==> config.mk <==
export PLATFORM = sky130hd
export DESIGN_NAME = transpose_pp
export DESIGN_NICKNAME = d
export VERILOG_FILES = /design/src/rtl/transpose_pp.sv
export SDC_FILE = /design/constraint.sdc
export NUM_CORES = 1
export LEC_CHECK = 0
export CAP_MARGIN = 20
export CORE_ASPECT_RATIO = 2
export CORE_MARGIN = 3
export CORE_UTILIZATION = 50
export CTS_BUF_LIST = sky130_fd_sc_hd__clkbuf_4 sky130_fd_sc_hd__clkbuf_8
export DETAILED_ROUTE_END_ITERATION = 8
export DONT_BUFFER_PORTS = 1
export GPL_TIMING_DRIVEN = 0
export PLACE_DENSITY = 0.76
export SLEW_MARGIN = 20
export SYNTH_ARGS = -nofsm -noshare
export SYNTH_HDL_FRONTEND = slang
export SYNTH_SLANG_ARGS = --single-unit
==> constraint.sdc <==
create_clock -name clk -period 5.4 [get_ports clk]
set_input_delay 1.08 -clock clk [delete_from_list [all_inputs] [get_ports clk]]
set_output_delay 1.08 -clock clk [all_outputs]
set_load 0.1 [all_outputs]
==> src/rtl/transpose_pp.sv <==
// transpose_pp: ping-pong transpose memory sitting between the row and
// column DCT passes. Rows are written into one bank while the other bank
// is read out column by column, so each side can move one beat per cycle.
//
// Optional build macro: TRANSPOSE_PP_PASSTHRU_EN
//   Adds a passthru input. It is captured per bank on the first row of a
//   block. A bank marked passthru is read back row by row, in write order,
//   instead of being transposed.
module transpose_pp #(
  parameter int W = 12,
  parameter int N = 8
) (
  input  logic           clk,
  input  logic           rst,
  input  logic           wr_valid,
  output logic           wr_ready,
  input  logic [N*W-1:0] wr_data,
`ifdef TRANSPOSE_PP_PASSTHRU_EN
  input  logic           passthru,
`endif
  output logic           rd_valid,
  input  logic           rd_ready,
  output logic [N*W-1:0] rd_data,
  output logic           rd_first,
  output logic           rd_last
);

  localparam int AW = (N > 1) ? $clog2(N) : 1;
  localparam logic [AW-1:0] IDX_LAST = AW'(N - 1);
  localparam logic [AW-1:0] IDX_ONE  = AW'(1);

  // Storage is indexed as [bank][row][column] and is never reset.
  logic [W-1:0] mem_q [2][N][N];
`ifdef TRANSPOSE_PP_PASSTHRU_EN
  logic [1:0]   pt_q;
`endif

  logic [1:0]    full_q,    full_d;
  logic          wr_bank_q, wr_bank_d;
  logic          rd_bank_q, rd_bank_d;
  logic [AW-1:0] wr_row_q,  wr_row_d;
  logic [AW-1:0] rd_col_q,  rd_col_d;

  logic wr_acc;
  logic rd_acc;

  assign wr_ready = ~full_q[wr_bank_q];
  assign rd_valid = full_q[rd_bank_q];
  assign wr_acc   = wr_valid & wr_ready;
  assign rd_acc   = rd_valid & rd_ready;

  // The consumer qualifies these with rd_valid.
  assign rd_first = (rd_col_q == '0);
  assign rd_last  = (rd_col_q == IDX_LAST);

  // Next-state for both pointers and the bank-full flags. A simultaneous
  // write and read accept always touch different banks, so both updates
  // can be applied in the same cycle.
  always_comb begin
    full_d    = full_q;
    wr_bank_d = wr_bank_q;
    rd_bank_d = rd_bank_q;
    wr_row_d  = wr_row_q;
    rd_col_d  = rd_col_q;

    if (wr_acc) begin
      if (wr_row_q == IDX_LAST) begin
        wr_row_d          = '0;
        full_d[wr_bank_q] = 1'b1;
        wr_bank_d         = ~wr_bank_q;
      end else begin
        wr_row_d = wr_row_q + IDX_ONE;
      end
    end

    if (rd_acc) begin
      if (rd_col_q == IDX_LAST) begin
        rd_col_d          = '0;
        full_d[rd_bank_q] = 1'b0;
        rd_bank_d         = ~rd_bank_q;
      end else begin
        rd_col_d = rd_col_q + IDX_ONE;
      end
    end
  end

  // Control state register; reset discards every partial and full block.
  always_ff @(posedge clk) begin
    if (rst) begin
      full_q    <= '0;
      wr_bank_q <= 1'b0;
      rd_bank_q <= 1'b0;
      wr_row_q  <= '0;
      rd_col_q  <= '0;
    end else begin
      full_q    <= full_d;
      wr_bank_q <= wr_bank_d;
      rd_bank_q <= rd_bank_d;
      wr_row_q  <= wr_row_d;
      rd_col_q  <= rd_col_d;
    end
  end

  // Row write into the bank being filled; column 0 sits in the MSBs.
  always_ff @(posedge clk) begin
    if (wr_acc) begin
      for (int c = 0; c < N; c++) begin
        mem_q[wr_bank_q][wr_row_q][AW'(c)] <= wr_data[(N-1-c)*W +: W];
      end
    end
  end

`ifdef TRANSPOSE_PP_PASSTHRU_EN
  // Per-bank passthru flag, captured with the first row of each block.
  always_ff @(posedge clk) begin
    if (wr_acc && (wr_row_q == '0)) begin
      pt_q[wr_bank_q] <= passthru;
    end
  end
`endif

  // Read mux: column rd_col of the read bank, row 0 in the LSBs. The bank
  // is never written while full, so the column holds under backpressure.
  always_comb begin
    rd_data = '0;
    for (int k = 0; k < N; k++) begin
`ifdef TRANSPOSE_PP_PASSTHRU_EN
      if (pt_q[rd_bank_q]) begin
        rd_data[k*W +: W] = mem_q[rd_bank_q][rd_col_q][AW'(k)];
      end else begin
        rd_data[k*W +: W] = mem_q[rd_bank_q][AW'(k)][rd_col_q];
      end
`else
      rd_data[k*W +: W] = mem_q[rd_bank_q][AW'(k)][rd_col_q];
`endif
    end
  end

  // A stalled column must not change, and the two sides never share a bank.
  always @(posedge clk) begin
    if (!rst) begin
      assert (!(wr_acc && rd_acc && (wr_bank_q == rd_bank_q)))
        else $error("transpose_pp: write and read accepted on the same bank");
    end
  end

  assert property (@(posedge clk) disable iff (rst)
                   (rd_valid && !rd_ready) |=> $stable(rd_data))
    else $error("transpose_pp: rd_data changed while stalled");

endmodule

==> results.yml, run 1 <==
clocking:
  tritoncts: "built"
  path_clk_slew_ps: 70
  cts.path.max_buffers: 3
  clockRootBuffer: "clkbuf_8"
  htreeDepth: 2
  insertion_delay_ps: 580
  cts_resized: 0
  post-cts-setup-buffers: 0
  cts_buffers: 49
  cts.sinks: 395
  hold_buffers: 0
die:
  num_io_pins: 200
  die-area_um2: 38000
  fp.coreArea_um2: 35100
  initial_utilization_pct: 50.6
  rows: 97
  die_w_um: 139
  die_h_um: 273
placed_design:
  gp_congestion: 0.833
  dp_hpwl_mm: 31.9
  port_buffers: 0
  place_area_um2: 18900
  placedCellCount: 1476
timing:
  setup_viol: 0
  fin_crit_ps: 4750
  rsz0062_at_grt: "no"
  skew_ps: 19.5
  fin_crit_sh_pct: 88.0
  hold_slack_ps: 549
  tns_ps: 0
  maxSlewViolCount: 0
  relSlewSlack_pct: 23.9
  worst_slew_pin_slew_ps: 1140
  fmax_ghz: 0.210
  hold_viol: 0
critical_path:
  cpPeakStageDelay_ps: 720
  crit_path_frequent_cell: "clkbuf_1"
  start_kind: "flop"
  r2r_start: "wr_bank_q"
  worst_path_max_delay_cell: "clkbuf_1"
  required_ps: 4320
  crit_chain: "clkbuf_1 -> nor2b_1 -> clkbuf_1 -> clkbuf_1 -> a221oi_1 -> o21a_1"
  criticalPathCategory: "flop to output port"
  regToRegEndpoint: "mem_q[0][730]"
  end_kind: "output port"
  crit_fanout: 10
  cp.arrival_ps: 3670
  worst-r2r-cell-count: 5
  path_buf_inv: 3
  cp_top_family: "buffers and inverters"
  reg2reg_slack_ps: 2100
global_route:
  grt_max_degree: 25
  grt_overflow: 0
  first_global_vias: 9893
  antenna_found_initial: 1
  grtUsageTotal_pct: 24.0
  grt_pass1_wl_mm: 65.6
min_path:
  whs_endpoint: "rd_bank_q"
  hold_class: "flop to flop"
  holdPathStages: 2
  min_from: "rd_bank_q"
drt:
  drt_iter0_drc: 795
  top_layer: "met4"
  vias: 9533
  dr.pass1.iters: 6
  wl_met1_mm: 14.3
  routed_wl_mm: 46.3
  vias_per_cell: 6.10
  wl_met2_mm: 25.7
  route.detailed.drc: 0
  ant_nets: 0
  wl_met3_mm: 3.40
  routedWlPerCell_um: 29.6
synthesis:
  synth_top_area_share_pct: 64.9
  yosysMostFrequentCell: "edfxtp_1"
  ys.flop_type: "edfxtp_1"
  yosysWarnings: 0
  synth.area.top_cells: "edfxtp_1, mux2_4, mux4_2"
  synthTopCellsByCount: "edfxtp_1, mux2i_1, mux2_4"
  syn-cell-area_um2: 17800
  synth-async-reset-ratio_pct: 0
  avgSynthCellArea_um2: 18.4
  syn_inst: 966
  synth-seq-cells: 395
  yosysSeqAreaShare_pct: 66.2
  synth_edf_count: 384
  synth_top_cell_by_area: "edfxtp_1"
  synthDistinctLibCells: 31
finish:
  instances_no_fill: 1564
  final_cell_area_um2: 19900
  nets: 1187
  area_growth_pct: 11.8
  layout-drive-gt1-share_pct: 33.4
  nFillCells: 2597
job:
  drv_cap: 0
pwr:
  p_leak_nw: 6.72
  finalPower_mw: 6.07
  powerDensity_nw_per_um2: 305
  ir_drop_mv: 0.193
status:
  status: "complete, no violations"
## worst register-to-register path: stages, from the launching register on
cell and delay (ps):
dfxtp_1 400, mux2_4 360, inv_1 740, nand3_2 660, buf_2 520, mux2_2 360
## state kept, by name, indices dropped and copies added, names as in the netlist, named ones only
register / flops
rd_bank_q: 1
wr_bank_q: 1
wr_row_q: 3
mem_q: 384
full_q: 2
rd_col_q: 3
## cells in the final DEF (no fill, tap or decap), drive strengths merged
cell type  synthesis  layout
a21oi              8       8
a221oi            48      48
a311oi             1       1
a31oi              2       2
a41o               2       2
buf               80      96
clkbuf            40     108
clkinv             0      19
clkinvlp           0       1
conb               1      48
dfxtp             11      11
diode              0       1
edfxtp           384     384
ha                 5       5
inv                8       9
mux2             145     145
mux2i             97      97
mux4              48      48
nand2              1       1
nand2b             2       2
nand3              4       4
nand4b             2       2
nor2              10      10
nor2b              2       2
nor3               4       4
o21a              48      48
o21ai              6       6
or4                7       7
## how the worst max path moves through the flow
stage          slack [ps]         from       endpoint  depth (start not counted)
2_1_floorplan        1090     wr_valid  mem_q[0][432]                          4
3_3_place_gp         -640     wr_valid  mem_q[0][626]                          4
3_5_place_dp         1280  rd_col_q[1]    rd_data[18]                          6
4_1_cts               670  rd_col_q[1]    rd_data[18]                          6
5_1_grt               570  rd_col_q[1]    rd_data[38]                          6
6_report              650  rd_col_q[1]    rd_data[18]                          6
## cell families after synthesis
| logic type | Yosys count | synth area share (%) |
|---|---|---|
| other cells | 1 | 0.0211 |
| flops | 395 | 66.2 |
| fa+ha+maj | 5 | 0.352 |
| compound gates | 115 | 5.02 |
| buf+inv | 128 | 4.76 |
| simple gates | 32 | 1.02 |
| mux | 290 | 22.7 |
## routing by layer
| layer | vias up | global-route usage [%] |
|---|---|---|
| met5 | - | 0 |
| met3 | 140 | 4.48 |
| met4 | 0 | 13.9 |
| li1 | 4036 | - |
| met1 | 4866 | 24.4 |
| met2 | 491 | 45.2 |
## power by group
group          leakage (nW)  switching, mW  total [mW]  internal, mW
sequential             3.58         0.0164        3.46          3.44
clock                 0.484           1.04        2.02         0.980
combinational          2.66          0.397       0.585         0.188
total                  6.72           1.46        6.07          4.61
## cell type report
| class | instances | area, µm² | share of cell area (%) |
|---|---|---|---|
| clock buffers | 66 | 815 | 4.10 |
| clock inverters | 21 | 95.1 | 0.479 |
| well taps | 445 | 557 | 2.80 |
| inverters | 8 | 30.0 | 0.151 |
| plain buffers | 120 | 822 | 4.14 |
| diodes | 1 | 2.50 | 0.0126 |
| repair buffers | 18 | 375 | 1.89 |
| multi-input cells | 490 | 5410 | 27.3 |
| flip-flops and latches | 395 | 11800 | 59.2 |
## through the flow
| step | setup WS (ps) | util, % |
|---|---|---|
| floorplan | 1090 | - |
| global placement | -641 | 52.8 |
| detailed placement | 1280 | 54.0 |
| CTS | 675 | 56.6 |
| global route | 572 | 56.6 |
| finish | 647 | 56.6 |
Power figures use the tool's default switching activity.
==> run 2, diff against run 1 <==
Settings changed: RECOVER_POWER set to 100.
==> run 2 against run 1 <==
  * The run now ends with max-capacitance violations, max-slew violations left
  * Core utilization down 2.4 points
  * Critical endpoint is now rd_data[34]
  * Non-clock buffer count stayed put
  * Clock skew is 3.4 ps lower
  * Die area did not move
  * Total power down 1.1%
==> results.yml, run 2 (synthesis gave the netlist of run 1 again) <==
status:
  status: "finished, violations left"
  violations: "max-capacitance violations, max-slew violations"
die:
  num_io_pins: 200
  die-area_um2: 38000
  rows: 97
  initial_utilization_pct: 50.6
  die_w_um: 139
  die_h_um: 273
  fp.coreArea_um2: 35100
timing:
  worst_slew_pin_slew_ps: 1820
  relSlewSlack_pct: -21.7
  setup_viol: 0
  maxSlewViolCount: 158
  fmax_ghz: 0.209
  fin_crit_ps: 4790
  rsz0062_at_grt: "no"
  hold_viol: 0
  fin_crit_sh_pct: 88.6
  skew_ps: 16.1
  setup_ws_ps: 614
min_path:
  hold_class: "flop to flop"
drt:
  routedWlPerCell_um: 29.9
  vias_per_cell: 6.08
  routed_wl_mm: 46.8
  dr.pass1.iters: 6
  route.detailed.drc: 0
  vias: 9510
  drt_iter0_drc: 833
  ant_nets: 0
finish:
  final_cell_mix: "edfxtp_1, mux2_1, mux2i_1, clkbuf_1, clkbuf_8"
  layout_commonest_cell: "edfxtp_1"
  nFillCells: 2777
  multiInputGateArea_um2: 5000
  area_growth_pct: 7.14
  largest_register: "mem_q"
  reg.largest.list: "mem_q (384), rd_col_q (3), wr_row_q (3)"
  seq_area_um2: 11800
  largest_reg_flops: 384
  nets: 1187
  layout-drive-gt1-share_pct: 18.7
pwr:
  swShare_pct: 24.2
  p_switching_mw: 1.45
  sequentialPowerShare_pct: 57.6
  clockPowerShare_pct: 33.7
  internal-power_mw: 4.55
  powerDensity_nw_per_um2: 315
  finalPower_mw: 6.00
  p_leak_nw: 6.01
  ir_drop_mv: 0.192
  power_frac_comb_pct: 8.6
global_route:
  antenna_found_initial: 1
  grtUsageTotal_pct: 24.0
  grt_overflow: 0
  grt_pass1_wl_mm: 65.6
  grt_max_degree: 25
  first_global_vias: 9893
placed_design:
  dp_hpwl_mm: 31.9
  port_buffers: 0
  place_ws_ps: 1280
  gp_congestion: 0.833
clocking:
  htreeDepth: 2
  cts.sinks: 395
  cts_resized: 0
  hold_buffers: 0
  post-cts-setup-buffers: 0
  cts_buffers: 49
  cts.path.max_buffers: 3
  path_clk_slew_ps: 60
  insertion_delay_ps: 580
  clockRootBuffer: "clkbuf_8"
  tritoncts: "built"
critical_path:
  end_kind: "output port"
  criticalPathCategory: "flop to output port"
  crit_fanout: 10
  start_kind: "flop"
  cp.arrival_ps: 3710
  required_ps: 4320
job:
  drv_cap: 10
==> run 2: critical path, cell delays in order (launching register included) <==
cell and delay, ps:
dfxtp_1 310, clkbuf_1 410, clkbuf_2 520, buf_2 460, mux2i_1 200, a221oi_1 390
o21a_1 820
==> run 2: worst paths after layout <==
| check | slack, ps | end | start | cells after the start |
|---|---|---|---|---|
| min reg2reg | 550 | rd_bank_q | rd_bank_q | 2 |
| max | 610 | rd_data[34] | flop | 6 |
| max reg2reg | 1100 | mem_q[1][539] | wr_bank_q | 5 |
| min | 550 | rd_bank_q | rd_bank_q | 2 |
==> run 2: area by class of cell <==
class | instances | area share, %
flip-flops and latches | 395 | 61.7
diodes | 1 | 0.0131
well taps | 445 | 2.93
clock inverters | 21 | 0.500
repair buffers | 18 | 0.723
inverters | 8 | 0.158
plain buffers | 120 | 3.40
clock buffers | 66 | 4.28
multi-input cells | 490 | 26.3
==> run 2: stage by stage <==
| step | TNS (ps) | instances | area [µm²] | util (%) | hold slack, ps |
|---|---|---|---|---|---|
| 6_report | 0 | 1564 | 19000 | 54.3 | 548 |
| 5_1_grt | 0 | 1564 | 19000 | 54.3 | 565 |
| 4_1_cts | 0 | 1563 | 19900 | 56.6 | 550 |
| 3_5_place_dp | 0 | 1476 | 18900 | 54.0 | 541 |
| 3_3_place_gp | -141510 | 1458 | 18500 | 52.8 | 493 |
| 2_1_floorplan | 0 | 1013 | 17900 | - | 485 |
==> run 2: power by group through the flow <==
stage / logic [mW] / clock network (mW) / registers [mW]
finish: 0.519 / 2.02 / 3.46
global route: 0.542 / 2.17 / 3.46
CTS: 0.585 / 2.04 / 3.46
detailed placement: 0.583 / 0 / 3.52
global placement: 0.552 / 0 / 3.53
floorplan: 0.490 / 0 / 3.52
==> run 2: metal layers <==
layer / up-vias / global-route usage (%) / part of all wire, %
met5: - / 0 / 0
met4: 0 / 13.9 / 7.3
met3: 161 / 4.48 / 7.5
met2: 497 / 45.2 / 54
met1: 4813 / 24.4 / 31
li1: 4039 / - / -
==> run 3, diff against run 2 <==
Settings changed: CORE_UTILIZATION 50 to 60, CTS_CLUSTER_DIAMETER set to 50, PLACE_DENSITY 0.76 to 0.87.
==> run 3 against run 2 <==
  * The run still ends with max-capacitance violations, max-slew violations left
  * Worst hold slack lost 25 ps
  * Cell count shrank 5.3%
  * Routed wire length grew 1.3%
  * Critical path type is now input pin to flop
==> results.yml, run 3 (synthesis gave the netlist of run 1 again) <==
status:
  status: "finished, violations left"
  violations: "max-capacitance violations, max-slew violations"
drt:
  vias: 9933
  routedWlPerCell_um: 32.0
  dr.pass1.iters: 7
  ant_nets: 0
  drt_iter0_drc: 1171
  route.detailed.drc: 0
  vias_per_cell: 6.71
  routed_wl_mm: 47.4
global_route:
  first_global_vias: 10200
  antenna_found_initial: 2
  grt_overflow: 0
  grt_max_degree: 24
  grt_pass1_wl_mm: 66.6
  grtUsageTotal_pct: 29.3
critical_path:
  cp_top_family: "buffers and inverters"
  cpPeakStageDelay_ps: 1170
  end_kind: "flop"
  cp.arrival_ps: 5190
  start_kind: "input pin"
  criticalPathCategory: "input pin to flop"
  crit_chain: "clkbuf_1 -> inv_1 -> or4_1 -> nor2_1 -> clkbuf_1 -> dlymetal6s4s_1"
  crit_fanout: 20
  path_buf_inv: 4
  worst_path_max_delay_cell: "nor2_1"
  crit_path_frequent_cell: "clkbuf_1"
  required_ps: 5580
min_path:
  hold_class: "flop to flop"
timing:
  hold_viol: 0
  fmax_ghz: 0.200
  rsz0062_at_grt: "no"
  setup_viol: 0
  skew_ps: 17.5
  hold_slack_ps: 523
  fin_crit_sh_pct: 92.8
  tns_ps: 0
  fin_crit_ps: 5010
  relSlewSlack_pct: -31.7
  maxSlewViolCount: 127
  worst_slew_pin_slew_ps: 1970
placed_design:
  port_buffers: 0
  place_area_um2: 18800
  gp_congestion: 0.820
  dp_hpwl_mm: 31.0
clocking:
  cts_resized: 0
  post-cts-setup-buffers: 0
  cts_buffers: 47
  clockRootBuffer: "clkbuf_8"
  path_clk_slew_ps: 70
  htreeDepth: 2
  cts.path.max_buffers: 3
  tritoncts: "built"
  cts.sinks: 395
  insertion_delay_ps: 580
  hold_buffers: 0
pwr:
  swShare_pct: 24.1
  internal-power_mw: 4.60
  clockPowerShare_pct: 34.3
  power_frac_comb_pct: 8.6
  p_leak_nw: 6.03
  p_switching_mw: 1.46
  powerDensity_nw_per_um2: 320
  ir_drop_mv: 0.223
  sequentialPowerShare_pct: 57.1
finish:
  area_growth_pct: 6.62
  fin_util_pct: 65.2
  layout_commonest_cell: "edfxtp_1"
  final_cell_area_um2: 18900
  nets: 1185
  layout-drive-gt1-share_pct: 17.8
  final_cell_mix: "edfxtp_1, mux2_1, mux2i_1, clkbuf_1"
  reg.largest.list: "mem_q (384), rd_col_q (3), wr_row_q (3)"
  largest_reg_flops: 384
  largest_register: "mem_q"
die:
  num_io_pins: 200
  die_h_um: 249
  die-area_um2: 31800
  die_w_um: 128
  fp.coreArea_um2: 29100
  rows: 88
  initial_utilization_pct: 61.1
job:
  drv_cap: 7
==> run 3: tightest hold or removal path: stages, from the launching register on <==
cell and delay (ps):
dfxtp_1 340, inv_1 80, a21oi_1 60
==> run 3: metrics by stage <==
step / power [mW] / cells / worst slack [ps]
finish: 6.06 / 1481 / 391
global route: 6.21 / 1481 / 274
CTS: 6.13 / 1476 / 539
detailed placement: 4.11 / 1391 / 1310
global placement: 4.07 / 1373 / -497
floorplan: 4.01 / 1013 / 1090
==> run 3: routing by layer <==
layer	up-vias	wire [µm]	GRT usage (%)	part of all wire [%]
li1	4047	-	-	-
met1	4880	14000	30.0	30
met2	797	24800	51.3	52
met3	209	4810	7.34	10
met4	0	3760	20.3	7.9
met5	-	0	0	0
==> run 3: worst paths after layout <==
kind	startpoint	end	slack, ps	cells past startpoint
worst max-delay path	wr_valid	mem_q[1][635]	390	6
worst max register to register	wr_bank_q	mem_q[1][635]	780	5
worst min-delay path	rd_bank_q	rd_bank_q	520	2
worst min register to register	rd_bank_q	rd_bank_q	520	2
==> run 3: power by group through the flow <==
| stage | combinational (mW) | clock, mW | sequential [mW] |
|---|---|---|---|
| finish | 0.523 | 2.08 | 3.46 |
| global route | 0.542 | 2.21 | 3.46 |
| CTS | 0.587 | 2.08 | 3.46 |
| detailed placement | 0.583 | 0 | 3.53 |
| global placement | 0.548 | 0 | 3.53 |
| floorplan | 0.490 | 0 | 3.52 |
==> run 3: cell type report <==
type,count,area [µm²]
sequential,395,11800
antenna,5,12.5
fill,1991,10100
clock buffer,56,721
buffer,120,646
tap,360,450
clock inverter,29,210
multi-input combinational,490,5000
inverter,8,30.0
timing repair buffer,18,123
